### config.mk
export PLATFORM = sky130hd
export DESIGN_NAME = routex_sink_multi
export DESIGN_NICKNAME = d
export VERILOG_FILES = /design/src/rtl/routex_sink_multi.sv
export SDC_FILE = /design/constraint.sdc
export NUM_CORES = 1
export LEC_CHECK = 0
export CAP_MARGIN = 20
export CORE_AREA = 4 4 422 424
export CTS_CLUSTER_SIZE = 28
export DETAILED_ROUTE_END_ITERATION = 8
export DIE_AREA = 0 0 426 428
export GPL_ROUTABILITY_DRIVEN = 0
export SLEW_MARGIN = 20
export SYNTH_ARGS = -nofsm -noshare
export SYNTH_HDL_FRONTEND = slang
export SYNTH_SLANG_ARGS = --single-unit
### constraint.sdc
create_clock -name CLK -period 14.3 [get_ports CLK]
set_input_delay 2.86 -clock CLK [delete_from_list [all_inputs] [get_ports CLK]]
set_output_delay 2.86 -clock CLK [all_outputs]
set_load 0.05 [all_outputs]
### src/rtl/routex_sink_multi.sv
// routex_sink_multi: multi-lane frame parser at the sink end of the routex fabric.
// Classifies every lane of a beat (route/header/length/payload), extracts DEST and counts frames.
module routex_sink_multi #(
    parameter int N       = 8,
    parameter int W       = 64,
    parameter int DEST_W  = 16,
    parameter int LEN_W   = 16,
    parameter int MAX_LEN = 1024,
    parameter int TIMEOUT = 64
) (
    input  logic              CLK,
    input  logic              RST_N,
    input  logic [N*W-1:0]    D,
    input  logic              D_VALID,
    output logic [N*W-1:0]    Q,
    output logic [DEST_W-1:0] DEST,
    output logic              DEST_VALID,
    output logic [N-1:0]      SOF,
    output logic [N-1:0]      EOF,
    output logic              FRAME,
    output logic [N-1:0]      HDR_VALID,
    output logic [N-1:0]      PLD_VALID,
    output logic              ERR,
    output logic [15:0]       FRAME_CNT
);

    localparam logic [1:0] ST_IDLE = 2'd0;
    localparam logic [1:0] ST_HDR  = 2'd1;
    localparam logic [1:0] ST_PLD  = 2'd2;
    localparam logic [1:0] ST_SKIP = 2'd3;

    localparam logic [1:0] LC_ZERO = 2'd0;
    localparam logic [1:0] LC_OK   = 2'd1;
    localparam logic [1:0] LC_BIG  = 2'd2;

    localparam logic [31:0] MAX_LEN_C = 32'(MAX_LEN);
    localparam logic [31:0] TO_LAST_C = 32'(TIMEOUT - 1);
    localparam bit          TO_EN_C   = (TIMEOUT != 0);

    logic [1:0]        state_r;
    logic [LEN_W-1:0]  rem_r;
    logic              hdr_seen_r;
    logic [31:0]       idle_cnt_r;

    logic [1:0]        state_s;
    logic [LEN_W-1:0]  rem_s;
    logic              hdr_seen_s;
    logic [N-1:0]      sof_s;
    logic [N-1:0]      eof_s;
    logic [N-1:0]      hdr_s;
    logic [N-1:0]      pld_s;
    logic [DEST_W-1:0] dest_s;
    logic              dest_valid_s;
    logic              err_s;
    logic              frame_s;
    logic              open_s;
    logic              timeout_s;

    function automatic logic [1:0] len_class(input logic [LEN_W-1:0] len);
        logic [1:0] cls;
        if (len == {LEN_W{1'b0}}) begin
            cls = LC_ZERO;
        end else if (32'(len) <= MAX_LEN_C) begin
            cls = LC_OK;
        end else begin
            cls = LC_BIG;
        end
        return cls;
    endfunction

    // A frame is open while the registered walk sits in HDR or PLD.
    assign open_s    = (state_r == ST_HDR) || (state_r == ST_PLD);
    assign timeout_s = TO_EN_C && !D_VALID && open_s && (idle_cnt_r == TO_LAST_C);

    // Combinational lane walk: lane 0 first, state and REM carried lane to lane.
    always_comb begin : lane_walk
        logic [7:0]       tag_v;
        logic [LEN_W-1:0] len_v;
        logic             len_hit_v;
        tag_v        = 8'd0;
        len_v        = {LEN_W{1'b0}};
        len_hit_v    = 1'b0;
        state_s      = (state_r == ST_SKIP) ? ST_IDLE : state_r;
        rem_s        = rem_r;
        hdr_seen_s   = hdr_seen_r;
        sof_s        = {N{1'b0}};
        eof_s        = {N{1'b0}};
        hdr_s        = {N{1'b0}};
        pld_s        = {N{1'b0}};
        dest_s       = DEST;
        dest_valid_s = 1'b0;
        err_s        = 1'b0;
        frame_s      = (state_s == ST_HDR) || (state_s == ST_PLD);
        for (int i = 0; i < N; i++) begin
            tag_v     = D[i*W + W - 8 +: 8];
            len_v     = D[i*W +: LEN_W];
            len_hit_v = 1'b0;
            case (state_s)
                ST_IDLE: begin
                    case (tag_v)
                        8'h02: begin
                            sof_s[i]     = 1'b1;
                            hdr_s[i]     = 1'b1;
                            dest_s       = D[i*W +: DEST_W];
                            dest_valid_s = 1'b1;
                            hdr_seen_s   = 1'b0;
                            state_s      = ST_HDR;
                            frame_s      = 1'b1;
                        end
                        8'h01: begin
                            sof_s[i]   = 1'b1;
                            hdr_s[i]   = 1'b1;
                            hdr_seen_s = 1'b1;
                            state_s    = ST_HDR;
                            frame_s    = 1'b1;
                        end
                        8'h00: begin
                            sof_s[i]  = 1'b1;
                            frame_s   = 1'b1;
                            len_hit_v = 1'b1;
                        end
                        default: ;
                    endcase
                end
                ST_HDR: begin
                    case (tag_v)
                        8'h02: begin
                            if (hdr_seen_s) begin
                                err_s   = 1'b1;
                                state_s = ST_SKIP;
                                frame_s = 1'b0;
                            end else begin
                                hdr_s[i] = 1'b1;
                            end
                        end
                        8'h01: begin
                            hdr_s[i]   = 1'b1;
                            hdr_seen_s = 1'b1;
                        end
                        8'h00: len_hit_v = 1'b1;
                        default: begin
                            err_s   = 1'b1;
                            state_s = ST_SKIP;
                            frame_s = 1'b0;
                        end
                    endcase
                end
                ST_PLD: begin
                    pld_s[i] = 1'b1;
                    if (rem_s == {{(LEN_W-1){1'b0}}, 1'b1}) begin
                        eof_s[i] = 1'b1;
                        rem_s    = {LEN_W{1'b0}};
                        state_s  = ST_SKIP;
                    end else begin
                        rem_s = rem_s - {{(LEN_W-1){1'b0}}, 1'b1};
                    end
                end
                default: ;
            endcase
            // Length word: classify L and open payload, close the frame, or abort.
            case ({len_hit_v, len_class(len_v)})
                3'b100: begin
                    hdr_s[i] = 1'b1;
                    eof_s[i] = 1'b1;
                    state_s  = ST_SKIP;
                end
                3'b101: begin
                    hdr_s[i] = 1'b1;
                    rem_s    = len_v;
                    state_s  = ST_PLD;
                end
                3'b110: begin
                    hdr_s[i] = 1'b1;
                    err_s    = 1'b1;
                    state_s  = ST_SKIP;
                    frame_s  = 1'b0;
                end
                default: ;
            endcase
        end
    end

    // Walk state, REM and the mid-frame idle counter.
    always_ff @(posedge CLK or negedge RST_N) begin
        if (!RST_N) begin
            state_r    <= ST_IDLE;
            rem_r      <= {LEN_W{1'b0}};
            hdr_seen_r <= 1'b0;
            idle_cnt_r <= 32'd0;
        end else if (D_VALID) begin
            state_r    <= state_s;
            rem_r      <= rem_s;
            hdr_seen_r <= hdr_seen_s;
            idle_cnt_r <= 32'd0;
        end else if (timeout_s) begin
            state_r    <= ST_IDLE;
            rem_r      <= {LEN_W{1'b0}};
            hdr_seen_r <= 1'b0;
            idle_cnt_r <= 32'd0;
        end else if (open_s) begin
            idle_cnt_r <= idle_cnt_r + 32'd1;
        end else begin
            idle_cnt_r <= 32'd0;
        end
    end

    // Registered data and per-lane flags; flags stay low in gap cycles.
    always_ff @(posedge CLK or negedge RST_N) begin
        if (!RST_N) begin
            Q          <= {(N*W){1'b0}};
            DEST       <= {DEST_W{1'b0}};
            DEST_VALID <= 1'b0;
            SOF        <= {N{1'b0}};
            EOF        <= {N{1'b0}};
            HDR_VALID  <= {N{1'b0}};
            PLD_VALID  <= {N{1'b0}};
            ERR        <= 1'b0;
            FRAME      <= 1'b0;
        end else begin
            Q <= D;
            if (D_VALID) begin
                DEST       <= dest_s;
                DEST_VALID <= dest_valid_s;
                SOF        <= sof_s;
                EOF        <= eof_s;
                HDR_VALID  <= hdr_s;
                PLD_VALID  <= pld_s;
                ERR        <= err_s;
                FRAME      <= frame_s;
            end else begin
                DEST_VALID <= 1'b0;
                SOF        <= {N{1'b0}};
                EOF        <= {N{1'b0}};
                HDR_VALID  <= {N{1'b0}};
                PLD_VALID  <= {N{1'b0}};
                ERR        <= timeout_s;
                FRAME      <= open_s && !timeout_s;
            end
        end
    end

    // Completed-frame counter; one EOF per beat at most, wraps naturally.
    always_ff @(posedge CLK or negedge RST_N) begin
        if (!RST_N) begin
            FRAME_CNT <= 16'd0;
        end else if (D_VALID && (|eof_s)) begin
            FRAME_CNT <= FRAME_CNT + 16'd1;
        end else begin
            FRAME_CNT <= FRAME_CNT;
        end
    end

endmodule

# Yosys cells after proc, flatten, opt, wreduce, memory -nomap -nowiden
# Cells that the tools add are included.
dict set report totals {
  regBits 630
  inputBits 515
  output_inout_bits 579
  word_cells 519
}
dict set report classes {
  addsub 10
  order_cmp 8
  eq_ne 68
  n_mux 337
  reduce_logical 82
}
# op count
set op_table {}
lappend op_table {{$mux 16} 42}
lappend op_table {{$mux 1} 165}
lappend op_table {{$eq 16x1->1 const B} 8}
lappend op_table {{$le 16x11->1 const B} 8}
lappend op_table {{$logic_not 16->1} 8}
lappend op_table {{$sub 16x1->16 const B} 8}
lappend op_table {{$pmux 1 s2} 56}
lappend op_table {{$mux 32} 3}
lappend op_table {{$mux 2} 43}
lappend op_table {{$eq 3x3->1 const B} 24}
lappend op_table {{$eq 8x1->1 const B} 8}
lappend op_table {{$eq 8x2->1 const B} 8}
lappend op_table {{$logic_not 8->1} 8}
lappend op_table {{$pmux 2 s2} 16}
lappend op_table {{$reduce_or 2->1} 32}
lappend op_table {{$pmux 2 s3} 8}
lappend op_table {{$reduce_or 3->1} 16}
lappend op_table {{$add 32x1->32 const B} 1}
lappend op_table {{$eq 32x6->1 const B} 1}
lappend op_table {{$mux 8} 4}
lappend op_table {{$eq 2x2->1 const B} 10}
lappend op_table {{$eq 2x1->1 const B} 9}
lappend op_table {{$add 16x1->16 const B} 1}
lappend op_table {{$logic_not 2->1} 8}
lappend op_table {{5 further kinds} 10}

# Depth between registers and ports, before layout
# Gate-level depths: netlist of the first run.
dict set report logic_depth {
  depth_word 51
  depth_mapped 58
  depth_no_buf 51
}

# Worst setup path before layout of the first run
# OpenSTA, ideal clock, no wires.
dict set report synth_path {
  path_kind {input to register}
  start {in D[3]}
  end {reg FRAME_CNT[1]}
  setup_time_ns 0.128
  arrival_time_ns 13.333
  t_required_ns 14.172
  setup_slack_ns 0.840
  path_stages 46
  n_path_buf 6
  cell_sequence {or4_4 -> or4_4 -> nand4_1 -> buf_4 -> mux2i_1 -> ha_1 -> o31a_1 -> nand4_1 -> nor3_1 -> o211ai_1 -> a21oi_2 -> and4_1 -> clkbuf_1 -> nand3_1 -> a221oi_1 -> ha_1 -> o21ai_0 -> or3b_1 -> [... 10 more ...] -> xnor2_1 -> nand4_2 -> a21oi_2 -> nor2_1 -> a221oi_1 -> ha_1 -> o221ai_1 -> nor4b_1 -> o211a_1 -> buf_2 -> o31a_1 -> inv_1 -> ha_1 -> o2111ai_1 -> nor4_4 -> buf_6 -> o21ai_2 -> mux2_1}
}
dict set report synth_via {
  elab_chain_len 49
  elab_cells_between_ends 174
  classes_between {add/sub (6); order compare (1); eq/ne (43); mux (100); reduce/logical (24)}
}
# item line_no
set synth_rtl {}
lappend synth_rtl {{start: declaration} 13} ;# input logic [N*W-1:0] D,
lappend synth_rtl {{parallel branches: the longest is 47 deep, another holds $le 16x11->1} n/a}
lappend synth_rtl {{$reduce_or 8->1 *} 246} ;# end else if (D_VALID && (|eof_s)) begin
lappend synth_rtl {{$logic_and 1x1->1 *} 246}
lappend synth_rtl {{end signal: assignment} 247} ;# FRAME_CNT <= FRAME_CNT + 16'd1;
lappend synth_rtl {{end: declaration} 24} ;# output logic [15:0] FRAME_CNT
# Mark *: on every way between the ends.
# A chain may end at the register's enable or synchronous reset.

# Worst setup path in the final report of the first run
dict set report layout_path {
  start {in D[3]}
  end {reg FRAME_CNT[8]}
}
# Same word-level chain as after synthesis.

==> results of run 1 <==
[placed cells by master, fill, tap and decap left out, types with 34 or more instances in the layout]
| master | n |
|---|---|
| xor2_1 | 45 |
| inv_1 | 49 |
| nor3_1 | 80 |
| nand3_1 | 86 |
| clkdlybuf4s50_1 | 1088 |
| dfrtp_1 | 630 |
| nor2_1 | 266 |
| o21ai_0 | 105 |
| and3_1 | 35 |
| or3_1 | 42 |
| a21oi_1 | 149 |
| xnor2_1 | 71 |
| mux2i_1 | 52 |
| nand4_1 | 34 |
| o211ai_1 | 44 |
| a211oi_1 | 59 |
| nor4_1 | 46 |
| and2_1 | 35 |
| clkbuf_16 | 80 |
| buf_4 | 300 |
| nand2_1 | 195 |
[state kept, by name (all words and copies together) (netlist names)]
register	count
Q	512
idle_cnt_r	32
DEST	16
FRAME_CNT	16
rem_r	16
EOF	8
HDR_VALID	8
PLD_VALID	8
SOF	8
state_r	2
DEST_VALID	1
ERR	1
FRAME	1
hdr_seen_r	1
[metrics by stage]
stage	utilization	total power, µW	cells	cell area, µm²
2_1_floorplan	-	6395	2625	27920
3_3_place_gp	0.2514	10060	6236	43700
3_5_place_dp	0.2514	10120	6236	43700
4_1_cts	0.2675	12350	6383	46500
5_1_grt	0.2677	13130	6390	46530
6_report	0.2679	12490	6401	46560
[logic make-up after synthesis]
kind of cell / after synthesis / share of synthesized area
AO/OA/AOI/OAI: 664 / 0.1642
adder cells (fa/ha/maj): 21 / 0.009410
buffers and inverters: 163 / 0.02411
XOR/XNOR: 116 / 0.03639
multiplexers: 68 / 0.02509
AND/OR/NAND/NOR: 963 / 0.1762
flip-flops: 630 / 0.5646
[power by group]
group	internal, µW	switching, µW	total [µW]
clock	1260	882	2140
combinational	3590	4730	8320
sequential	1920	109	2030
[metal layers]
metal / global-route usage / wire (µm)
met1: 0.1859 / 58930
met2: 0.3642 / 97450
met3: 0.04943 / 13130
met4: 0.1276 / 14470
met5: 0 / 170
[worst paths after layout]
check	depth (start not counted)	startpoint	slack (ps)	end
max	45	D[3]	1190	FRAME_CNT[8]$_DFFE_PN0P_
min	1	FRAME_CNT[15]$_DFFE_PN0P_	480	FRAME_CNT[15]$_DFFE_PN0P_
max reg2reg	45	state_r[0]$_DFFE_PN0P_	2920	FRAME_CNT[8]$_DFFE_PN0P_
min reg2reg	1	FRAME_CNT[15]$_DFFE_PN0P_	480	FRAME_CNT[15]$_DFFE_PN0P_
max in group asynchronous	3	RST_N	9880	Q[481]$_DFF_PN0_
min in group asynchronous	1	RST_N	2200	Q[325]$_DFF_PN0_
[area by class of cell]
class	count	area (µm²)
clock inverter	35	446.7
fill	18360	127300
antenna	18	45.04
inverter	49	183.9
clock buffer	112	2352
tap	2325	2909
multi-input combinational	1832	11500
timing repair buffer	1400	13350
sequential	630	15770
==> reports/metrics.cfg, run 1 <==
[global_route]
grt_overflow=0
track_usage=0.1944
grt_pass1_vias=28190
antenna_found_initial=60
grt_start_max_net_pins=151
grt_pass1_wl_mm=244.5

[detailed_routing]
dr.pass1.iters=6
drt_wl_total_mm=184.2
post_drt_wl_per_cell_um=28.77
drcViolationCount=0
vias=28000
vias_per_cell=4.374
drt_iter0_markers=2543
ant_nets=0

[power]
p_leak_uw=0.01902
vdd_drop_max_mv=0.2146
power_density_nw_per_um2=268.2

[die]
core_area_um2=173800
die_h_um=428
die_x_um=426
die_area_um2=182300
rows=153
io-pin-count=1094
floorplan.initialDensity=0.1606

[cts]
cts_setup_buffers=0
path_clk_slew_ps=50
htree_num_levels=3
clockBufferDepth=3
cts_hold_buf=0
cts_tree=done
ctsResizeCount=0
cts_made_buffers=79
clkLatencyLatePin_ps=700
clockRootBuffer=clkbuf_16
clock_sinks=630

[timing]
slew_viol_final=0
setup_tns_ps=0
hold_viol=0
finalWorstSetupSlack_ps=1192
setup_viol=0
relSlewSlack=0.1993
rsz0062_at_grt=false
finalClockSkew_ps=30.88
period_minus_slack_ps=13110
hold_slack_ps=475.9
fmax_mhz=76.29
period_share=0.9166
worst_pin_slew_ps=1197

[yosys]
synthDistinctLibCells=106
synth_edf_count=0
yosysSeqAreaShare=0.5646
synth-seq-cells=630
synth_nets=3161
syn_avg_cell_area_um2=10.64
syn-cell-area_um2=27920
synth.area.top_cells=dfrtp_1, nor2_1, a21oi_1, nand2_1, xnor2_1
ys.flop_type=dfrtp_1
synth_commonest_cells=dfrtp_1, nor2_1, nand2_1
syn_inst=2625
netlist.area_leader.share=0.5646
ys_warn_count=0
yosysMostFrequentCell=dfrtp_1
synth-async-reset-ratio=1.000
yosysTopAreaCell=dfrtp_1

[worst_setup_path]
critPathSlowestCell=or4_4
cp.arrival_ps=13660
cpPeakStageDelay_ps=640
critical-path-top-delay-family=simple AND/OR/NAND/NOR gates
endpoint_kind=flip-flop
worstPathRequired_ps=14860
crit_fanout=11
startpoint_type=primary input
path_buf_inv=7
critPathKind=in2reg

[job]
maxCapViolCount=0

[final_layout]
area_growth_pct=66.75
drive_above_1_share=0.1331
final_nets=4528

[place]
place_ws_ps=672.5
dpl.hpwl_mm=152.6
port_buffers=1093

[run_status]
status=finished clean

[hold_path]
hp-class=reg2reg

Note: power is estimated with default switching activity, not from simulation.
==> run 2, diff against run 1 <==
- CELL_PAD_IN_SITES_DETAIL_PLACEMENT: unset -> 1
- CELL_PAD_IN_SITES_GLOBAL_PLACEMENT: unset -> 1
- CORE_AREA: 4 4 422 424 -> 4 4 420 422
- DIE_AREA: 0 0 426 428 -> 0 0 424 426
- PLACE_DENSITY_LB_ADDON: unset -> 0.1
==> run 2 against run 1 <==
Net effect:
- critical endpoint is now FRAME_CNT[1]$_DFFE_PN0P_
- largest power group unchanged
- critical path type unchanged
- clock skew grew 16 ps
- clock power increased by 5%
- routed wire length up 9.1%
- sequential power barely moved
==> reports/metrics.cfg, run 2 (same netlist as run 1, synthesis figures left out) <==
[die]
die_area_um2=180600
rows=153
floorplan.initialDensity=0.1613
die_x_um=424
die_h_um=426
core_area_um2=173100
io-pin-count=1094

[worst_setup_path]
cp.arrival_ps=14000
critical-path-top-delay-family=simple AND/OR/NAND/NOR gates
startpoint_type=primary input
critPathSlowestCell=or4_1
r2r_slack_ps=2400
cpPeakStageDelay_ps=800
path_buf_inv=6
endpoint_kind=flip-flop
worstPathRequired_ps=14870
critPathKind=in2reg
crit_fanout=16
timing.rr.start=state_r[0]$_DFFE_PN0P_
reg2reg_depth=42
worstReg2RegEnd=FRAME_CNT[1]$_DFFE_PN0P_

[final_layout]
final_nets=4587
mostFrequentLayoutCell=clkdlybuf4s50_1
final_cell_mix=clkdlybuf4s50_1, dfrtp_1, buf_4, nor2_1, nand2_1
drive_above_1_share=0.1435
area_growth_pct=68.66
largest_reg_flops=512
largest-register=Q
final_util=0.2721
reg.largest.list=Q x512, idle_cnt_r x32

[global_route]
antenna_found_initial=57
grt_pass1_wl_mm=266.1
grt_overflow=0
grt_start_max_net_pins=138
track_usage=0.2147
grt_pass1_vias=29090

[power]
sw_frac_of_total=0.4667
p_int_uw=6905
p_clk_frac=0.173
vdd_drop_max_mv=0.1579
power_density_nw_per_um2=274.9
power.switching_uw=6041
comb_power_share=0.669
total_power_uw=12950
seq_power_share=0.157
p_leak_uw=0.01934

[cts]
path_clk_slew_ps=60
clockBufferDepth=3
cts_tree=done
clock_sinks=630
ctsResizeCount=0
clockRootBuffer=clkbuf_16
clkLatencyLatePin_ps=720
cts_made_buffers=86
cts_hold_buf=0
htree_num_levels=3
cts_setup_buffers=0

[hold_path]
worstHoldEndpoint=idle_cnt_r[0]$_DFF_PN0_
hp-class=reg2reg
hold_depth=1
hp-start=idle_cnt_r[0]$_DFF_PN0_

[run_status]
status=finished clean

[detailed_routing]
drt_iter0_markers=1396
post_drt_wl_per_cell_um=31.15
vias_per_cell=4.263
ant_nets=0
vias=27500
drcViolationCount=0
drt_wl_total_mm=200.9
dr.pass1.iters=5

[timing]
finalClockSkew_ps=46.69
slew_viol_final=0
worst_pin_slew_ps=1158
setup_tns_ps=0
period_minus_slack_ps=13430
fmax_mhz=74.47
setup_viol=0
period_share=0.9390
finalWorstSetupSlack_ps=871.9
hold_viol=0
rsz0062_at_grt=false
relSlewSlack=0.2231

[place]
port_buffers=1093
dpl.hpwl_mm=169.8
place_ws_ps=290.1

[job]
maxCapViolCount=0

[run 2: how the worst max path moves through the flow]
stage                                           to  cells past startpoint  slack, ps  start
after floorplan           FRAME_CNT[1]$_DFFE_PN0P_                     46        840   D[3]
after global placement    FRAME_CNT[1]$_DFFE_PN0P_                     51        530  D[59]
after detailed placement  FRAME_CNT[1]$_DFFE_PN0P_                     51        290  D[59]
after CTS                 FRAME_CNT[1]$_DFFE_PN0P_                     51       1010  D[59]
after global routing         rem_r[15]$_DFFE_PN0P_                     45         70  D[59]
final                     FRAME_CNT[1]$_DFFE_PN0P_                     44        870  D[59]
[run 2: power groups by stage]
stage	registers, µW	logic, µW	clock network, µW
2_1_floorplan	2380	4020	0
3_3_place_gp	2060	8690	0
3_5_place_dp	2060	8640	0
4_1_cts	2040	8690	2340
5_1_grt	2050	9300	2400
6_report	2030	8670	2250
[run 2: area by class of cell]
class,count,area (µm²)
inverters,49,183.9
clock buffers,117,2460
fillers,19600,126000
clock inverters,31,470.5
well taps,2325,2909
multi-input cells,1832,11520
repair buffers,1452,13750
diodes,14,35.03
flip-flops and latches,630,15770
[run 2: through the flow]
step           hold WS, ps  cells  area, µm²
3_5_place_dp         482.4   6288      44130
5_1_grt              513.6   6437      47060
6_report             488.2   6450      47090
3_3_place_gp         480.8   6287      44120
2_1_floorplan        455.2   2625      27920
4_1_cts              490.2   6436      47060
[run 2: metal layers]
metal / share of wire / track usage / vias to the layer above
li1: - / - / 12450
met1: 0.38 / 0.2408 / 13960
met2: 0.53 / 0.4011 / 847
met3: 0.054 / 0.05022 / 199
met4: 0.033 / 0.06312 / 34
met5: 0.0012 / 0 / -
==> RTL change: new RTL, config.mk and constraints of run 2 <==
`MAX_LEN`: 1024 -> 512.
--- a/src/rtl/routex_sink_multi.sv
+++ b/src/rtl/routex_sink_multi.sv
@@ -5,7 +5,7 @@
     parameter int W       = 64,
     parameter int DEST_W  = 16,
     parameter int LEN_W   = 16,
-    parameter int MAX_LEN = 1024,
+    parameter int MAX_LEN = 512,
     parameter int TIMEOUT = 64
 ) (
     input  logic              CLK,
Check against the original RTL: not settled (the Yosys comparison gave no result); the edit may change what the design does.
==> RTL change against run 2 <==
  * Utilization fell by 0.58 points
  * Worst setup slack better by 0.018 ns
  * Register-to-register slack improved by 0.47 ns
  * Largest power group unchanged
  * Final area shrank 2.1%
  * Synthesized cell count shrank 3.5%
  * Sequential cell count is the same
  * Via count shrank 3.2%
  * Synthesized area fell by 2.4%
  * Wire length shrank 3.8%
  * Die area is the same
  * Maximum frequency grew 0.13%
  * Total power is 16% lower
==> RTL change: results (changes against run 2) <==
{
  "worstPathArrival": {"value": 14.01, "unit": "ns", "change": "about the same"},
  "final_std_cell_area_no_fill": {"value": 46100, "unit": "µm²", "change": "-2.1%"},
  "worst_clock_skew": {"value": 0.0369, "unit": "ns", "change": "-0.00984 ns"},
  "most_frequent_cells_after_synthesis": "dfrtp_1, nor2_1, nand2_1, a21oi_1, o21ai_0",
  "post_synth_num_cell_types": {"value": 103, "change": "-2.8%"},
  "number_of_global_route_vias_before_repair": {"value": 28300, "change": "-2.7%"},
  "grt_first_pass_wirelength": {"value": 258000, "unit": "µm", "change": "-3.1%"},
  "non_filler_instances": {"value": 6331, "change": "-1.8%"},
  "non_clock_inverter_count": {"value": 53, "change": "+8.2%"},
  "met2RoutedLength": {"value": 99600, "unit": "µm", "change": "-6.1%"},
  "internal_power_summed_over_all_cells": {"value": 6.02, "unit": "mW", "change": "-13%"},
  "buffering_overhead": {"value": 28.9, "unit": "%", "change": "-0.32 points"},
  "placed_cells_incl_taps": {"value": 6150, "change": "-2.2%"},
  "routed-via-count": {"value": 26600, "change": "-3.2%"},
  "detail_route.wirelength.met1": {"value": 76200, "unit": "µm", "change": "-1.2%"},
  "number_of_antenna_violations_at_the_first_check_in_global_routing": {"value": 81, "change": "+42%"},
  "routed_wire_length_per_instance": {"value": 30.5, "unit": "µm", "change": "-2.0%"},
  "status": "completed",
  "worst_slew_margin_rel": {"value": 27.8, "unit": "%", "change": "+5.5 points"},
  "met3_length": {"value": 11700, "unit": "µm", "change": "+8.3%"},
  "syn_nets": {"value": 3070, "change": "-2.9%"},
  "crit_fanout": {"value": 8, "change": "-8"},
  "nets": {"value": 4449, "change": "-3.0%"},
  "synth_sequential_area_ratio": {"value": 57.9, "unit": "%", "change": "+1.4 points"},
  "ys_top_cells_by_area": "dfrtp_1, nor2_1, nand2_1",
  "signal_buffers": {"value": 1400, "change": "-3.6%"},
  "synth_fa_ha_area_share": {"value": 0.964, "unit": "%", "change": "+0.023 points"},
  "total_leakage_power": {"value": 18.8, "unit": "nW", "change": "-2.9%"},
  "multi_input_gates": {"value": 1742, "change": "-4.9%"},
  "nFillCells": {"value": 19600, "change": "+0.092%"},
  "grt_start_max_net_pins": {"value": 152, "change": "+10%"},
  "pre_cts_slack": {"value": 0.297, "unit": "ns", "change": "+0.00731 ns"},
  "gr-usage-met3": {"value": 5.43, "unit": "%", "change": "+0.40 points"},
  "multi_input_area_share": {"value": 23.6, "unit": "%", "change": "-0.83 points"},
  "layout-drive-gt1-share": {"value": 13.3, "unit": "%", "change": "-1.0 points"},
  "hpwl": {"value": 162000, "unit": "µm", "change": "-4.4%"},
  "worstSetupStartpoint": "D[4]",
  "syn2layout_area_growth_pct": 69.1,
  "first_iter_violations": {"value": 1339, "change": "-4.1%"},
  "drt_pass1_iterations": {"value": 7, "change": "+2"},
  "area_share_clock_buf_inv": {"value": 6.41, "unit": "%", "change": "+0.19 points"}
}
[RTL change: final timing paths]
| check | end | slack, ns | cells after the start |
|---|---|---|---|
| setup / recovery | rem_r[12]$_DFFE_PN0P_ | 0.89 | 44 |
| hold / removal | idle_cnt_r[0]$_DFF_PN0_ | 0.49 | 1 |
| min in group asynchronous | Q[376]$_DFF_PN0_ | 2.07 | 1 |
| hold reg to reg | idle_cnt_r[0]$_DFF_PN0_ | 0.49 | 1 |
| setup reg to reg | rem_r[12]$_DFFE_PN0P_ | 2.87 | 46 |
| max in group asynchronous | Q[288]$_DFF_PN0_ | 9.49 | 4 |
[RTL change: worst max-delay path: cells and delay by family]
kind | cells | cell delay, ns
fa+ha+maj | 3 | 0.59
xor+xnor | 1 | 0.09
mux | 1 | 0.31
simple gates | 16 | 4.64
compound gates | 20 | 4.57
buf+inv | 3 | 0.94
